===== src/rtl/servo_pkg.sv =====
// Shared definitions for the serial servo instruction path: frame geometry,
// FSM state encodings and opcode field layout used by the control FSM.
package servo_pkg;

    localparam int FRAME_BITS = 10;
    localparam int BIT_CNT_W  = 4;

    // Instruction field positions: [9:8] opcode, [7:0] position
    localparam int OPC_MSB = 9;
    localparam int OPC_LSB = 8;
    localparam int POS_MSB = 7;
    localparam int POS_LSB = 0;

    localparam logic [1:0] OPC_TURNTABLE = 2'b01;
    localparam logic [1:0] OPC_EXTEND    = 2'b10;
    localparam logic [1:0] OPC_RETRACT   = 2'b11;

    // Encoding 2'd1 is reserved and never entered deliberately
    typedef enum logic [1:0] {
        S_WAIT     = 2'd0,
        S_ACK      = 2'd2,
        S_COMPLETE = 2'd3
    } state_t;

    function automatic logic [1:0] instr_opcode(input logic [FRAME_BITS-1:0] instr);
        return instr[OPC_MSB:OPC_LSB];
    endfunction

endpackage


===== src/rtl/serial_instr_if.sv =====
// MBED-side handshake plus instruction output bundle of the receiver.
interface serial_instr_if;
    import servo_pkg::*;

    logic                  data_ready;
    logic                  data_bit;
    logic                  data_ack;
    logic [FRAME_BITS-1:0] servo_instr;
    logic                  instr_valid;
    logic                  frame_error;
    logic [1:0]            state_dbg;

    modport master (
        output data_ready, data_bit,
        input  data_ack, servo_instr, instr_valid, frame_error, state_dbg
    );

    modport slave (
        input  data_ready, data_bit,
        output data_ack, servo_instr, instr_valid, frame_error, state_dbg
    );

endinterface


===== src/rtl/level_sync_filter.sv =====
// Two-flop synchroniser followed by a level filter: the filtered level only
// changes after STABLE_CYCLES consecutive synchronised samples at the new
// level. Registered rise/fall pulses accompany each accepted level change.
module level_sync_filter #(
    parameter int STABLE_CYCLES = 4
) (
    input  logic clk,
    input  logic reset,
    input  logic din,
    output logic rise,
    output logic fall
);

    localparam int CNT_W = $clog2(STABLE_CYCLES + 1);

    logic             meta_r;
    logic             sync_r;
    logic             level_r;
    logic [CNT_W-1:0] cnt_r;
    logic             rise_r;
    logic             fall_r;

    // Bring the asynchronous input into the clock domain
    always_ff @(posedge clk or posedge reset) begin
        if (reset) begin
            meta_r <= 1'b0;
            sync_r <= 1'b0;
        end else begin
            meta_r <= din;
            sync_r <= meta_r;
        end
    end

    // Accept a new level only after an unbroken run of matching samples
    always_ff @(posedge clk or posedge reset) begin
        if (reset) begin
            level_r <= 1'b0;
            cnt_r   <= '0;
            rise_r  <= 1'b0;
            fall_r  <= 1'b0;
        end else if (sync_r != level_r) begin
            if (cnt_r == CNT_W'(STABLE_CYCLES - 1)) begin
                level_r <= sync_r;
                cnt_r   <= '0;
                rise_r  <= sync_r;
                fall_r  <= ~sync_r;
            end else begin
                cnt_r  <= cnt_r + CNT_W'(1);
                rise_r <= 1'b0;
                fall_r <= 1'b0;
            end
        end else begin
            cnt_r  <= '0;
            rise_r <= 1'b0;
            fall_r <= 1'b0;
        end
    end

    assign rise = rise_r;
    assign fall = fall_r;

endmodule


===== src/rtl/serial_instr_receiver.sv =====
// Bit-serial four-phase receiver for 10-bit servo instructions from the MBED.
// Captures MSB first, acknowledges each bit, publishes a held word with a
// one-cycle valid pulse and drops stalled partial frames on timeout.
module serial_instr_receiver
    import servo_pkg::*;
#(
    parameter int STABLE_CYCLES  = 4,
    parameter int TIMEOUT_CYCLES = 2500000
) (
    input  logic           clk,
    input  logic           reset,
    serial_instr_if.slave  bus
);

    localparam int TMO_W = $clog2(TIMEOUT_CYCLES);

    logic                  ready_rise;
    logic                  ready_fall;
    logic                  bit_meta_r;
    logic                  bit_sync_r;

    state_t                state_r,  state_n;
    logic [BIT_CNT_W-1:0]  bit_cnt_r, bit_cnt_n;
    logic [FRAME_BITS-1:0] shreg_r,  shreg_n;
    logic [FRAME_BITS-1:0] instr_r,  instr_n;
    logic                  ack_r,    ack_n;
    logic                  valid_r,  valid_n;
    logic                  err_r,    err_n;
    logic [TMO_W-1:0]      tmo_r,    tmo_n;
    logic                  tmo_run;

    level_sync_filter #(.STABLE_CYCLES(STABLE_CYCLES)) u_ready_filter (
        .clk   (clk),
        .reset (reset),
        .din   (bus.data_ready),
        .rise  (ready_rise),
        .fall  (ready_fall)
    );

    // Plain two-flop synchroniser for the serial data line
    always_ff @(posedge clk or posedge reset) begin
        if (reset) begin
            bit_meta_r <= 1'b0;
            bit_sync_r <= 1'b0;
        end else begin
            bit_meta_r <= bus.data_bit;
            bit_sync_r <= bit_meta_r;
        end
    end

    // Next-state, datapath and output decode; a ready edge beats the timeout
    always_comb begin
        state_n   = state_r;
        bit_cnt_n = bit_cnt_r;
        shreg_n   = shreg_r;
        instr_n   = instr_r;
        ack_n     = ack_r;
        valid_n   = 1'b0;
        err_n     = 1'b0;
        tmo_n     = '0;
        tmo_run   = 1'b0;
        case (state_r)
            S_WAIT: begin
                ack_n = 1'b0;
                if (ready_rise) begin
                    shreg_n = {shreg_r[FRAME_BITS-2:0], bit_sync_r};
                    ack_n   = 1'b1;
                    state_n = S_ACK;
                end else begin
                    tmo_run = (bit_cnt_r != BIT_CNT_W'(0));
                end
            end
            S_ACK: begin
                if (ready_fall) begin
                    ack_n     = 1'b0;
                    bit_cnt_n = bit_cnt_r + BIT_CNT_W'(1);
                    if (bit_cnt_n == BIT_CNT_W'(FRAME_BITS)) begin
                        state_n = S_COMPLETE;
                    end else begin
                        state_n = S_WAIT;
                    end
                end else begin
                    tmo_run = 1'b1;
                end
            end
            S_COMPLETE: begin
                instr_n   = shreg_r;
                valid_n   = 1'b1;
                bit_cnt_n = '0;
                state_n   = S_WAIT;
            end
            default: begin
                ack_n     = 1'b0;
                bit_cnt_n = '0;
                state_n   = S_WAIT;
            end
        endcase

        if (tmo_run) begin
            if (tmo_r == TMO_W'(TIMEOUT_CYCLES - 1)) begin
                err_n     = 1'b1;
                ack_n     = 1'b0;
                bit_cnt_n = '0;
                shreg_n   = '0;
                state_n   = S_WAIT;
                tmo_n     = '0;
            end else begin
                tmo_n = tmo_r + TMO_W'(1);
            end
        end else begin
            tmo_n = '0;
        end
    end

    // State, datapath and registered outputs
    always_ff @(posedge clk or posedge reset) begin
        if (reset) begin
            state_r   <= S_WAIT;
            bit_cnt_r <= '0;
            shreg_r   <= '0;
            instr_r   <= '0;
            ack_r     <= 1'b0;
            valid_r   <= 1'b0;
            err_r     <= 1'b0;
            tmo_r     <= '0;
        end else begin
            state_r   <= state_n;
            bit_cnt_r <= bit_cnt_n;
            shreg_r   <= shreg_n;
            instr_r   <= instr_n;
            ack_r     <= ack_n;
            valid_r   <= valid_n;
            err_r     <= err_n;
            tmo_r     <= tmo_n;
        end
    end

    assign bus.data_ack    = ack_r;
    assign bus.servo_instr = instr_r;
    assign bus.instr_valid = valid_r;
    assign bus.frame_error = err_r;
    assign bus.state_dbg   = state_r;

endmodule


===== src/flat_wrapper.sv =====
// flat-port wrapper written by rule: the top's interface ports become plain ports
module serial_instr_receiver_flat import servo_pkg::*;
#(
    parameter int STABLE_CYCLES  = 4,
    parameter int TIMEOUT_CYCLES = 2500000
)
  (clk, reset, bus_data_ready, bus_data_bit, bus_data_ack, bus_servo_instr, bus_instr_valid, bus_frame_error, bus_state_dbg);
  serial_instr_if bus_i ();
  input  logic clk;
  input  logic reset;
  input wire logic [$bits(bus_i.data_ready)-1:0] bus_data_ready;
  input wire logic [$bits(bus_i.data_bit)-1:0] bus_data_bit;
  output wire logic [$bits(bus_i.data_ack)-1:0] bus_data_ack;
  output wire logic [$bits(bus_i.servo_instr)-1:0] bus_servo_instr;
  output wire logic [$bits(bus_i.instr_valid)-1:0] bus_instr_valid;
  output wire logic [$bits(bus_i.frame_error)-1:0] bus_frame_error;
  output wire logic [$bits(bus_i.state_dbg)-1:0] bus_state_dbg;
  assign bus_i.data_ready = bus_data_ready;
  assign bus_i.data_bit = bus_data_bit;
  assign bus_data_ack = bus_i.data_ack;
  assign bus_servo_instr = bus_i.servo_instr;
  assign bus_instr_valid = bus_i.instr_valid;
  assign bus_frame_error = bus_i.frame_error;
  assign bus_state_dbg = bus_i.state_dbg;
  serial_instr_receiver #(.STABLE_CYCLES(STABLE_CYCLES), .TIMEOUT_CYCLES(TIMEOUT_CYCLES)) u_core (.clk(clk), .reset(reset), .bus(bus_i));
endmodule

===== config.mk =====
export PLATFORM = sky130hd
export DESIGN_NAME = serial_instr_receiver_flat
export DESIGN_NICKNAME = d
export VERILOG_FILES = /design/src/rtl/servo_pkg.sv /design/src/rtl/serial_instr_if.sv /design/src/rtl/level_sync_filter.sv /design/src/rtl/serial_instr_receiver.sv /design/src/flat_wrapper.sv
export SDC_FILE = /design/constraint.sdc
export NUM_CORES = 1
export LEC_CHECK = 0
export BUFFER_PORTS_ARGS = -buffer_cell sky130_fd_sc_hd__buf_4
export CELL_PAD_IN_SITES_DETAIL_PLACEMENT = 1
export CELL_PAD_IN_SITES_GLOBAL_PLACEMENT = 1
export CORE_MARGIN = 3
export CORE_UTILIZATION = 48
export DETAILED_ROUTE_END_ITERATION = 10
export PLACE_DENSITY = 0.91
export SYNTH_ARGS = -nofsm -noshare
export SYNTH_HDL_FRONTEND = slang
export SYNTH_SLANG_ARGS = --single-unit

===== constraint.sdc =====
create_clock -name clk -period 2.2 [get_ports clk]
set_clock_uncertainty 0.1 [all_clocks]
set_input_delay 0.22 -clock clk [delete_from_list [all_inputs] [get_ports clk]]
set_output_delay 0.22 -clock clk [all_outputs]
set_load 0.01 [all_outputs]

# After elaboration in Yosys (flattened, before gate mapping)
# Cells that the tools add are included.
[word_totals] ff_bits=61 inputBits=4 memories=0 latchBits=0 elab_cells=62 ram_bits=0 romBits=0
[op_classes] n_mul=0 n_lt_le_gt_ge=0 n_shift=0 eq_ne=6 n_addsub=3 n_mux=33 bitwise=1 reduce_logical=3 n_div=0
[ops] operator="$mux 22" count=2
[ops] operator="$mux 10" count=4
[ops] operator="$add 22x1->22 const B" count=1
[ops] operator="$eq 22x22->1 const B" count=1
[ops] operator="$mux 1" count=13
[ops] operator="$mux 4" count=3
[ops] operator="$mux 2" count=5
[ops] operator="$pmux 4 s2" count=1
[ops] operator="$mux 3" count=2
[ops] operator="$add 4x1->4 const B" count=1
[ops] operator="$eq 2x2->1 const B" count=2
[ops] operator="$eq 4x4->1 const B" count=1
[ops] operator="$pmux 2 s2" count=1
[ops] operator="$reduce_bool 4->1" count=1
[ops] operator="$add 3x1->3 const B" count=1
[ops] operator="$eq 3x2->1 const B" count=1
[ops] operator="$pmux 1 s3" count=1
[ops] operator="$logic_not 2->1" count=1
[ops] operator="$pmux 1 s2" count=1
[ops] operator="$reduce_and 2->1" count=1
[ops] operator="$ne 1x1->1" count=1
[ops] operator="$not 1->1" count=1

# Logic depth before layout (Yosys ltp)
# Gate-level depths: netlist of run 1.
[depth] depth_word=7 depth_mapped=8 mapped_depth_nobuf=7

# Modules after synthesis
# From an unflattened synthesis of run 1, not the netlist that was laid out.
[unflattened] hier_cells=246 area_unflattened_um2=2802.7
[modules_own_cells] mod="serial_instr_receiver" seq_area_each_um2=1326.3 area_each_um2=2513.7 cells_each=228 n_inst=1
[modules_own_cells] mod="level_sync_filter" seq_area_each_um2=200.2 area_each_um2=289.0 cells_each=18 n_inst=1

# Worst setup path after synthesis of run 1
# OpenSTA, ideal clock, no wires.
[synth_path] path_kind="flip-flop to flip-flop" startpoint="register u_core.bit_cnt_r[0]" endpoint="register u_core.shreg_r[0]" n_path_buf=1 required_time_ns=1.981 arrival_time_ns=1.680 setup_time_ns=0.119 synth_period_minus_slack_ns=1.899 path_stages_with_launch=9 setup_slack_ns=0.301 cell_sequence="dfrtp_1 -> inv_1 -> ha_1 -> nor3b_1 -> o31a_1 -> or2_1 -> nor3_2 -> buf_4 -> nor2_1"
[synth_between] elab_chain_len=4
[synth_lines] item="from (decl)" line_no="serial_instr_receiver.sv:23" rtl="logic [BIT_CNT_W-1:0] bit_cnt_r, bit_cnt_n;"
[synth_lines] item="from (signal assigned)" line_no="serial_instr_receiver.sv:128" rtl="bit_cnt_r <= bit_cnt_n;"
[synth_lines] item="$reduce_bool 4->1" line_no="serial_instr_receiver.sv:70" rtl="tmo_run = (bit_cnt_r != BIT_CNT_W'(0));"
[synth_lines] item="$mux 1" line_no="serial_instr_receiver.sv:65" rtl="if (ready_rise) begin"
[synth_lines] item="$pmux 1 s2" line_no="serial_instr_receiver.sv:62" rtl="case (state_r)"
[synth_lines] item="$mux 10" line_no="serial_instr_receiver.sv:99" rtl="if (tmo_run) begin"
[synth_lines] item="net u_core.shreg_n[0]" line_no="serial_instr_receiver.sv:24" rtl="logic [FRAME_BITS-1:0] shreg_r, shreg_n;"
[synth_lines] item="to (signal assigned)" line_no="serial_instr_receiver.sv:129" rtl="shreg_r <= shreg_n;"
[synth_lines] item="to (decl)" line_no="serial_instr_receiver.sv:24"
# The timed path passes the listed nets, and every way through them passes these cells.
# A chain may end at the register's enable or synchronous reset.

# Final worst setup path of run 1
[layout_path] startpoint="register u_core.bit_cnt_r[0]" endpoint="register u_core.shreg_r[7]"
# Same word-level chain as after synthesis.

==> metrics.md, run 1 <==
| Metric | Value |
|---|---|
| Global route overflow | `0` |
| Top achievable clock speed | `about 470 MHz` |
| Status | `completed` |
| Biggest area consumer among synthesized cells | `sky130_fd_sc_hd__dfrtp_1` |
| Max-slew violations | `0` |
| Internal power component | `around 0.0022 W` |
| Average detailed-routed wire length per instance | `between 15 and 20 µm` |
| Data arrival, critical path | `approximately 2200 ps` |
| Top post-synthesis cells by area | `sky130_fd_sc_hd__dfrtp_1 57%, sky130_fd_sc_hd__nor2_1 5.6%, sky130_fd_sc_hd__mux2_2 4.7%` |
| HPWL after detailed placement | `3990 µm` |
| Clock Sink Count | `61` |
| Pwr dens | `between 900 and 1000 nW/µm²` |
| Path type of the worst setup path | `reg2reg` |
| Most used DFF post-synth | `sky130_fd_sc_hd__dfrtp_1` |
| Width of the die | `roughly 80 µm` |
| Post-synthesis share of cell area spent on and, or, nand and nor gates | `0.197` |
| Main combinational cell family by area after synthesis | `simple AND/OR/NAND/NOR gates` |
| Post-Syn Instances | `around 230` |
| Area used by sequential logic in the layout | `1530 µm²` |
| Worst-case register-to-register setup slack | `90 ps` |
| H-tree lvl count | `3` |
| Final worst hold slack | `about 250 ps` |
| Post-synthesis sequential element count | `61` |
| Multiplexer share of the synthesized area | `0.0842` |
| Average cell area after synthesis | `11.5 µm²` |
| Switching part of the total | `0.269` |
| Cell at the root of the clock tree | `sky130_fd_sc_hd__clkbuf_8` |
| First drt pass iteration count | `4` |
| Wire length of the first global-routing pass | `slightly below 10,000 µm` |
| Number of fill cells in the layout | `about 560` |
| Final hold violation count | `0` |
| Worst-case headroom to the max-slew limit | `0.640` |
| Die Ht | `80.4 µm` |
| Sequential fraction of design power | `0.433` |
| Synthesis-to-finish area growth | `21.0%` |
| Number of nets produced by synthesis | `241` |
| Initial antenna violation count | `0` |
| Capturing element type of the critical path | `flop` |
| N_diodes | `0` |
| Post-synthesis share of cell area spent on xor and xnor gates | `0.0824` |
| Maximum number of pins on one net before global-route repair | `40` |
| Clock slew at the register clock pins of the worst setup and hold paths | `about 70 ps` |
| Final net count | `around 280` |
| Die footprint | `6470 µm²` |
| Compound-Gate Fraction of Synth Area | `0.0174` |
| Number of port buffers | `18` |
| Clock period minus final worst setup slack | `between 2000 and 2500 ps` |
| Area of the mapped netlist | `around 2700 µm²` |
| Period utilization | `0.957` |
| Top-area cell type share of the netlist area | `0.574` |
| Total number of placement rows | `26` |
| Area of the multi-input gates | `between 1000 and 1500 µm²` |
| Post-synth EDFFs | `0` |
| DRC viols | `0` |
| Clk network pwr share | `0.405` |
| Count of synthesis-stage warnings from yosys | `0` |
| Buffer levels on the longest clock path | `2` |
| Sequential area share after synthesis | `0.574` |
| TritonCTS clock tree | `done` |
| Leakage power figure | `between 1.5 and 2 nW` |
| Vias per cell | `5.35` |
| Share of final-layout standard cells stronger than drive strength 1 | `0.215` |
| Combinational fraction of design power | `0.162` |
| Startpoint class of the critical path | `flop` |
| Global placement routability congestion | `between 0.7 and 0.8` |
| Initial detailed-routing violation count | `between 60 and 70` |
| Final TNS setup | `0 ps` |
| Synth Area in Adders | `0.0235` |
| Aggregate routed wire length | `approximately 5900 µm` |
| Number of buffers added by the clock tree synthesis step | `9` |
| Via count of the first global-routing pass | `between 1,500 and 2,000` |
| Share of flip-flops with an asynchronous set or reset | `1.00` |
| Placeable Area | `between 5000 and 6000 µm²` |
| DRT antenna net count | `0` |
| Overall routing resource usage | `0.206` |
| Initial core utilization | `0.508` |
| Clock latency of the later-clocked register in the worst-skew pair | `about 340 ps` |
| # setup viols final | `0` |
| Worst vdd ir | `between 0.5 and 0.6 mV` |
| Total number of vias | `about 1,800` |
| I/O pins | `19` |
| Required time of the critical path | `about 2300 ps` |
| Transition time of the tightest slew-check pin | `532 ps` |
| Maximum fanout along the worst path | `12` |
| Power dissipated by switching net loads | `just under 0.0008 W` |
| Count of different cell masters after synthesis | `35` |
| Number of max-cap violations | `0` |
| Hold crit path type | `reg2reg` |
[sequential cells by signal, indices dropped and copies added, names as in the netlist]
name and flops:
u_core.u_ready_filter.rise 1, u_core.u_ready_filter.level_r 1, u_core.shreg_r 10, u_core.u_ready_filter.cnt_r 3, u_core.u_ready_filter.meta_r 1, u_core.bit_cnt_r 4
u_core.bus.data_ack 1, u_core.bus.servo_instr 10, u_core.bit_meta_r 1, u_core.bus.frame_error 1, u_core.tmo_r 22, u_core.bus.state_dbg 2
u_core.u_ready_filter.sync_r 1, u_core.bus.instr_valid 1, u_core.u_ready_filter.fall 1, u_core.bit_sync_r 1
[final cells by class]
cell class / instances / area share
Sequential cell: 61 / 0.474
Multi-Input combinational cell: 159 / 0.334
Timing Repair Buffer: 32 / 0.0832
Clock buffer: 10 / 0.0397
Clock inverter: 6 / 0.0346
Tap cell: 70 / 0.0272
Inverter: 6 / 0.00700
[path summary, 6_finish.rpt]
check	from	endpoint	cells past startpoint
worst max-delay path	u_core.bit_cnt_r[0]	u_core.shreg_r[7]	8
min in group asynchronous	reset	u_core.bus.servo_instr[0]	3
worst min register to register	u_core.bit_meta_r	u_core.bit_sync_r	0
worst max register to register	u_core.bit_cnt_r[0]	u_core.shreg_r[7]	8
max in group asynchronous	reset	u_core.tmo_r[17]	4
worst min-delay path	u_core.bit_meta_r	u_core.bit_sync_r	0
[per-stage QoR]
step | cell area, µm² | total power [W] | utilization | setup WS [ps] | std cells
after floorplan | 2660 | 0.00160 | - | 301 | 232
after global placement | 2910 | 0.00171 | 0.556 | 204 | 321
after global routing | 3220 | 0.00311 | 0.614 | -2.55 | 344
final | 3220 | 0.00296 | 0.614 | 93.6 | 344
after detailed placement | 2910 | 0.00175 | 0.556 | 95.6 | 321
after CTS | 3180 | 0.00296 | 0.607 | 89.1 | 340
[synthesized netlist by cell type (2+ instances only)]
| cell type | number |
|---|---|
| sky130_fd_sc_hd__nand4_1 | 6 |
| sky130_fd_sc_hd__dfrtp_1 | 61 |
| sky130_fd_sc_hd__nor2b_1 | 2 |
| sky130_fd_sc_hd__ha_1 | 5 |
| sky130_fd_sc_hd__and3b_1 | 2 |
| sky130_fd_sc_hd__clkbuf_1 | 2 |
| sky130_fd_sc_hd__buf_4 | 3 |
| sky130_fd_sc_hd__xor2_1 | 14 |
| sky130_fd_sc_hd__mux2i_1 | 10 |
| sky130_fd_sc_hd__nor3b_1 | 2 |
| sky130_fd_sc_hd__xnor2_1 | 11 |
| sky130_fd_sc_hd__nor2_1 | 40 |
| sky130_fd_sc_hd__inv_1 | 6 |
| sky130_fd_sc_hd__nand2b_1 | 4 |
| sky130_fd_sc_hd__and3_1 | 8 |
| sky130_fd_sc_hd__mux2_2 | 11 |
| sky130_fd_sc_hd__nand2_1 | 14 |
| sky130_fd_sc_hd__nor3_1 | 4 |
| sky130_fd_sc_hd__nor4_1 | 3 |
| sky130_fd_sc_hd__nand3_1 | 9 |
[power by group through the flow]
stage / sequential [W] / clock (W) / combinational (W)
finish: 0.00128 / 0.00120 / 0.000480
global route: 0.00130 / 0.00128 / 0.000541
CTS: 0.00128 / 0.00122 / 0.000458
detailed placement: 0.00130 / 0 / 0.000451
global placement: 0.00129 / 0 / 0.000420
floorplan: 0.00128 / 0 / 0.000318
[worst max-delay path, stage by stage, from the launching register on]
cell and delay [ps]:
sky130_fd_sc_hd__dfrtp_1 410, sky130_fd_sc_hd__inv_1 90, sky130_fd_sc_hd__ha_1 210, sky130_fd_sc_hd__nor3b_1 160
sky130_fd_sc_hd__o31a_1 270, sky130_fd_sc_hd__or2_1 270, sky130_fd_sc_hd__nor3_2 220, sky130_fd_sc_hd__buf_6 190
sky130_fd_sc_hd__nor2_1 80
[routing by layer]
metal | track usage | share of wire | vias to the layer above
met1 | 0.253 | 0.44 | 948
li1 | - | - | 854
met5 | 0 | 0 | -
met4 | 0.101 | 0.023 | 0
met3 | 0.0437 | 0.025 | 14
met2 | 0.344 | 0.51 | 26
[cell families after synthesis]
family | count (synthesis)
AOI/OAI and AO/OA | 6
xor gates and xnor gates | 25
adders and majority gates | 5
buffers and inverters | 12
DFF | 61
muxes | 21
and+or+nand+nor | 102
[layout by cell type (no fill, tap or decap), types with 2 or more instances in the layout]
cell type,n
sky130_fd_sc_hd__nand3_1,9
sky130_fd_sc_hd__ha_1,5
sky130_fd_sc_hd__nor2_1,40
sky130_fd_sc_hd__nor3b_1,2
sky130_fd_sc_hd__nand2b_1,4
sky130_fd_sc_hd__mux2i_1,10
sky130_fd_sc_hd__bufinv_16,3
sky130_fd_sc_hd__nor2b_1,2
sky130_fd_sc_hd__buf_4,26
sky130_fd_sc_hd__clkbuf_8,9
sky130_fd_sc_hd__nand2_1,14
sky130_fd_sc_hd__dlygate4sd3_1,3
sky130_fd_sc_hd__xor2_1,14
sky130_fd_sc_hd__nor4_1,3
sky130_fd_sc_hd__inv_1,5
sky130_fd_sc_hd__mux2_2,11
sky130_fd_sc_hd__nor3_1,4
sky130_fd_sc_hd__nand4_1,6
sky130_fd_sc_hd__dfrtp_1,61
sky130_fd_sc_hd__and3b_1,2
sky130_fd_sc_hd__and3_1,8
sky130_fd_sc_hd__xnor2_1,11
sky130_fd_sc_hd__buf_6,2
[repair_timing]
item                       4_1_cts  5_1_grt
setup buffers                    0        4
gates resized for setup          0        2
hold buffers                     3        0
hold endpoints to repair        24        0
setup endpoints to repair        0       21
(Power assumes the default switching activity.)
==> run 2, diff against run 1 <==
--- a/config.mk
+++ b/config.mk
@@ -8,6 +8,7 @@
 export BUFFER_PORTS_ARGS = -buffer_cell sky130_fd_sc_hd__buf_4
 export CELL_PAD_IN_SITES_DETAIL_PLACEMENT = 1
 export CELL_PAD_IN_SITES_GLOBAL_PLACEMENT = 1
+export CORE_ASPECT_RATIO = 1.4
 export CORE_MARGIN = 3
 export CORE_UTILIZATION = 48
 export DETAILED_ROUTE_END_ITERATION = 10
==> constraint.sdc (replaced) <==
create_clock -name clk -period 2.3 [get_ports clk]
set_clock_uncertainty 0.1 [all_clocks]
set_input_delay 0.23 -clock clk [delete_from_list [all_inputs] [get_ports clk]]
set_output_delay 0.23 -clock clk [all_outputs]
set_load 0.01 [all_outputs]
==> run 2 against run 1 <==
Net effect: final cell count down 2.0%; routed wire length decreased by 2.1%; hold slack got worse by 0.59 ps; global-route usage up 0.72 points; combinational power is 6.9% lower; die area is 0.19% higher; non-clock buffer count fell by 2; critical path type unchanged; critical endpoint is now u_core.tmo_r[9]; largest power group unchanged.
==> metrics.md, run 2 (synthesized netlist as in run 1, its figures left out) <==
| Metric | Value |
|---|---|
| Worst-case headroom to the max-slew limit | `0.655` |
| Cell at the root of the clock tree | `sky130_fd_sc_hd__clkbuf_8` |
| Overall routing resource usage | `0.214` |
| Dpl cells | `around 320` |
| Register bank with the most flops | `u_core.tmo_r` |
| Share of final-layout standard cells stronger than drive strength 1 | `0.210` |
| Clock period minus final worst setup slack | `about 2100 ps` |
| Initial detailed-routing violation count | `85` |
| Total number of vias | `1,806` |
| DRT antenna net count | `0` |
| Wire length of the first global-routing pass | `9870 µm` |
| Max reg flops | `22` |
| HPWL after detailed placement | `3960 µm` |
| Global route overflow | `0` |
| Top achievable clock speed | `around 470 MHz` |
| Worst vdd ir | `around 0.45 mV` |
| Clock Sink Count | `61` |
| Average detailed-routed wire length per instance | `roughly 17 µm` |
| Number of fill cells in the layout | `between 500 and 600` |
| Die Ht | `around 94 µm` |
| Pwr dens | `856 nW/µm²` |
| Via count of the first global-routing pass | `between 2,000 and 2,500` |
| Aggregate routed wire length | `between 5000 and 6000 µm` |
| Maximum number of pins on one net before global-route repair | `39` |
| Status | `completed` |
| Worst-case register-to-register setup slack | `around 160 ps` |
| Initial core utilization | `0.504` |
| H-tree lvl count | `3` |
| Startpoint class of the critical path | `flop` |
| Die footprint | `around 6500 µm²` |
| I/O pins | `19` |
| First drt pass iteration count | `6` |
| Vias per cell | `between 5 and 6` |
| Final net count | `between 200 and 300` |
| Width of the die | `68.9 µm` |
| Period utilization | `0.932` |
| Number of max-cap violations | `0` |
| Required time of the critical path | `2470 ps` |
| Leakage power figure | `1.54 nW` |
| Commonest non-fill, non-tap cell in the layout | `sky130_fd_sc_hd__dfrtp_1` |
| Path type of the worst setup path | `reg2reg` |
| DRC viols | `0` |
| Pre-CTS setup slack | `between 100 and 150 ps` |
| Hold crit path type | `reg2reg` |
| Commonest cells after routing, fill and taps aside | `61 x sky130_fd_sc_hd__dfrtp_1, 40 x sky130_fd_sc_hd__nor2_1, 25 x sky130_fd_sc_hd__buf_4, 14 x sky130_fd_sc_hd__nand2_1, 14 x sky130_fd_sc_hd__xor2_1` |
| Capturing element type of the critical path | `flop` |
| Number of cells traversed by the worst hold path | `0` |
| Terminus of the critical flop-to-flop path | `u_core.tmo_r[9]` |
| TritonCTS clock tree | `done` |
| Global placement routability congestion | `between 0.7 and 0.8` |
| Number of buffers added by the clock tree synthesis step | `9` |
| Final TNS setup | `0 ps` |
| Clock latency of the later-clocked register in the worst-skew pair | `around 350 ps` |
| # setup viols final | `0` |
| N_diodes | `0` |
| Synthesis-to-finish area growth | `19.6%` |
| Post-route insts no fill | `337` |
| Final worst-path setup slack | `157 ps` |
| Cell depth of the worst flop-to-flop path | `8` |
| Final hold violation count | `0` |
| Overall power after layout | `0.00272 W` |
| Buffer levels on the longest clock path | `2` |
| Total number of placement rows | `31` |
| Final worst hold slack | `about 250 ps` |
| Maximum fanout along the worst path | `15` |
| Placeable Area | `5280 µm²` |
| Number of port buffers | `18` |
| Transition time of the tightest slew-check pin | `~520 ps` |
| Hold_sp | `u_core.u_ready_filter.meta_r` |
| Data arrival, critical path | `2310 ps` |
| Beginning of the worst register-to-register path | `u_core.bit_cnt_r[0]` |
| Initial antenna violation count | `0` |
| Worst hold endpoint | `u_core.u_ready_filter.sync_r` |
| Setup repair after global routing missed its margin | `false` |
| Clock slew at the register clock pins of the worst setup and hold paths | `about 70 ps` |
| Max-slew violations | `0` |
## run 2: stage by stage
step / cell area [µm²] / util
after CTS: 3180 / 0.602
after global routing: 3180 / 0.603
final: 3180 / 0.603
after floorplan: 2660 / -
after global placement: 2930 / 0.556
after detailed placement: 2930 / 0.556
## run 2: worst max-delay path by stage
stage	end	start	slack, ps	depth (start not counted)
after detailed placement	u_core.tmo_r[20]	u_core.bit_cnt_r[0]	120	8
after CTS	u_core.tmo_r[9]	u_core.bit_cnt_r[0]	90	8
final	u_core.tmo_r[9]	u_core.bit_cnt_r[0]	160	8
after floorplan	u_core.shreg_r[0]	u_core.bit_cnt_r[0]	400	8
after global placement	u_core.tmo_r[8]	u_core.bit_cnt_r[0]	270	8
after global routing	u_core.tmo_r[7]	u_core.bit_cnt_r[1]	50	8
## run 2: per-layer routing
layer	routed length, µm	vias up	share of wire	track usage
li1	-	846	-	-
met1	2350	923	0.41	0.249
met2	3140	27	0.54	0.358
met3	170	10	0.029	0.0503
met4	134	0	0.023	0.102
met5	0	-	0	0
## run 2: layout make-up
| cell class | count | area, µm² | share of cell area |
|---|---|---|---|
| clock buffer | 11 | 141 | 0.0445 |
| clock inverter | 4 | 72.6 | 0.0228 |
| inverter | 6 | 22.5 | 0.00708 |
| multi-input combinational | 159 | 1080 | 0.339 |
| sequential | 61 | 1530 | 0.480 |
| tap | 66 | 82.6 | 0.0260 |
| timing repair buffer | 30 | 258 | 0.0810 |
## run 2: timing repair
| action | CTS | global route |
|---|---|---|
| buffers inserted | 0 | 0 |
| hold buffers | 3 | 0 |
| setup endpoints to repair | 0 | 14 |
| endpoints found under the hold margin | 25 | 0 |
| gates resized for setup | 0 | 1 |
## run 2: worst max-delay path, cell delays in order (launching register included)
cell and delay [ps]:
sky130_fd_sc_hd__dfrtp_1 410, sky130_fd_sc_hd__inv_1 100, sky130_fd_sc_hd__ha_1 200, sky130_fd_sc_hd__nor3b_1 140
sky130_fd_sc_hd__o31a_1 270, sky130_fd_sc_hd__or2_1 270, sky130_fd_sc_hd__nand2b_2 280, sky130_fd_sc_hd__buf_12 180
sky130_fd_sc_hd__nor2_1 110
## run 2: where the power goes
part	internal (W)	leakage, nW	switching (W)
combinational	0.000199	0.605	0.000248
sequential	0.00115	0.833	0.0000806
clock	0.000632	0.105	0.000410
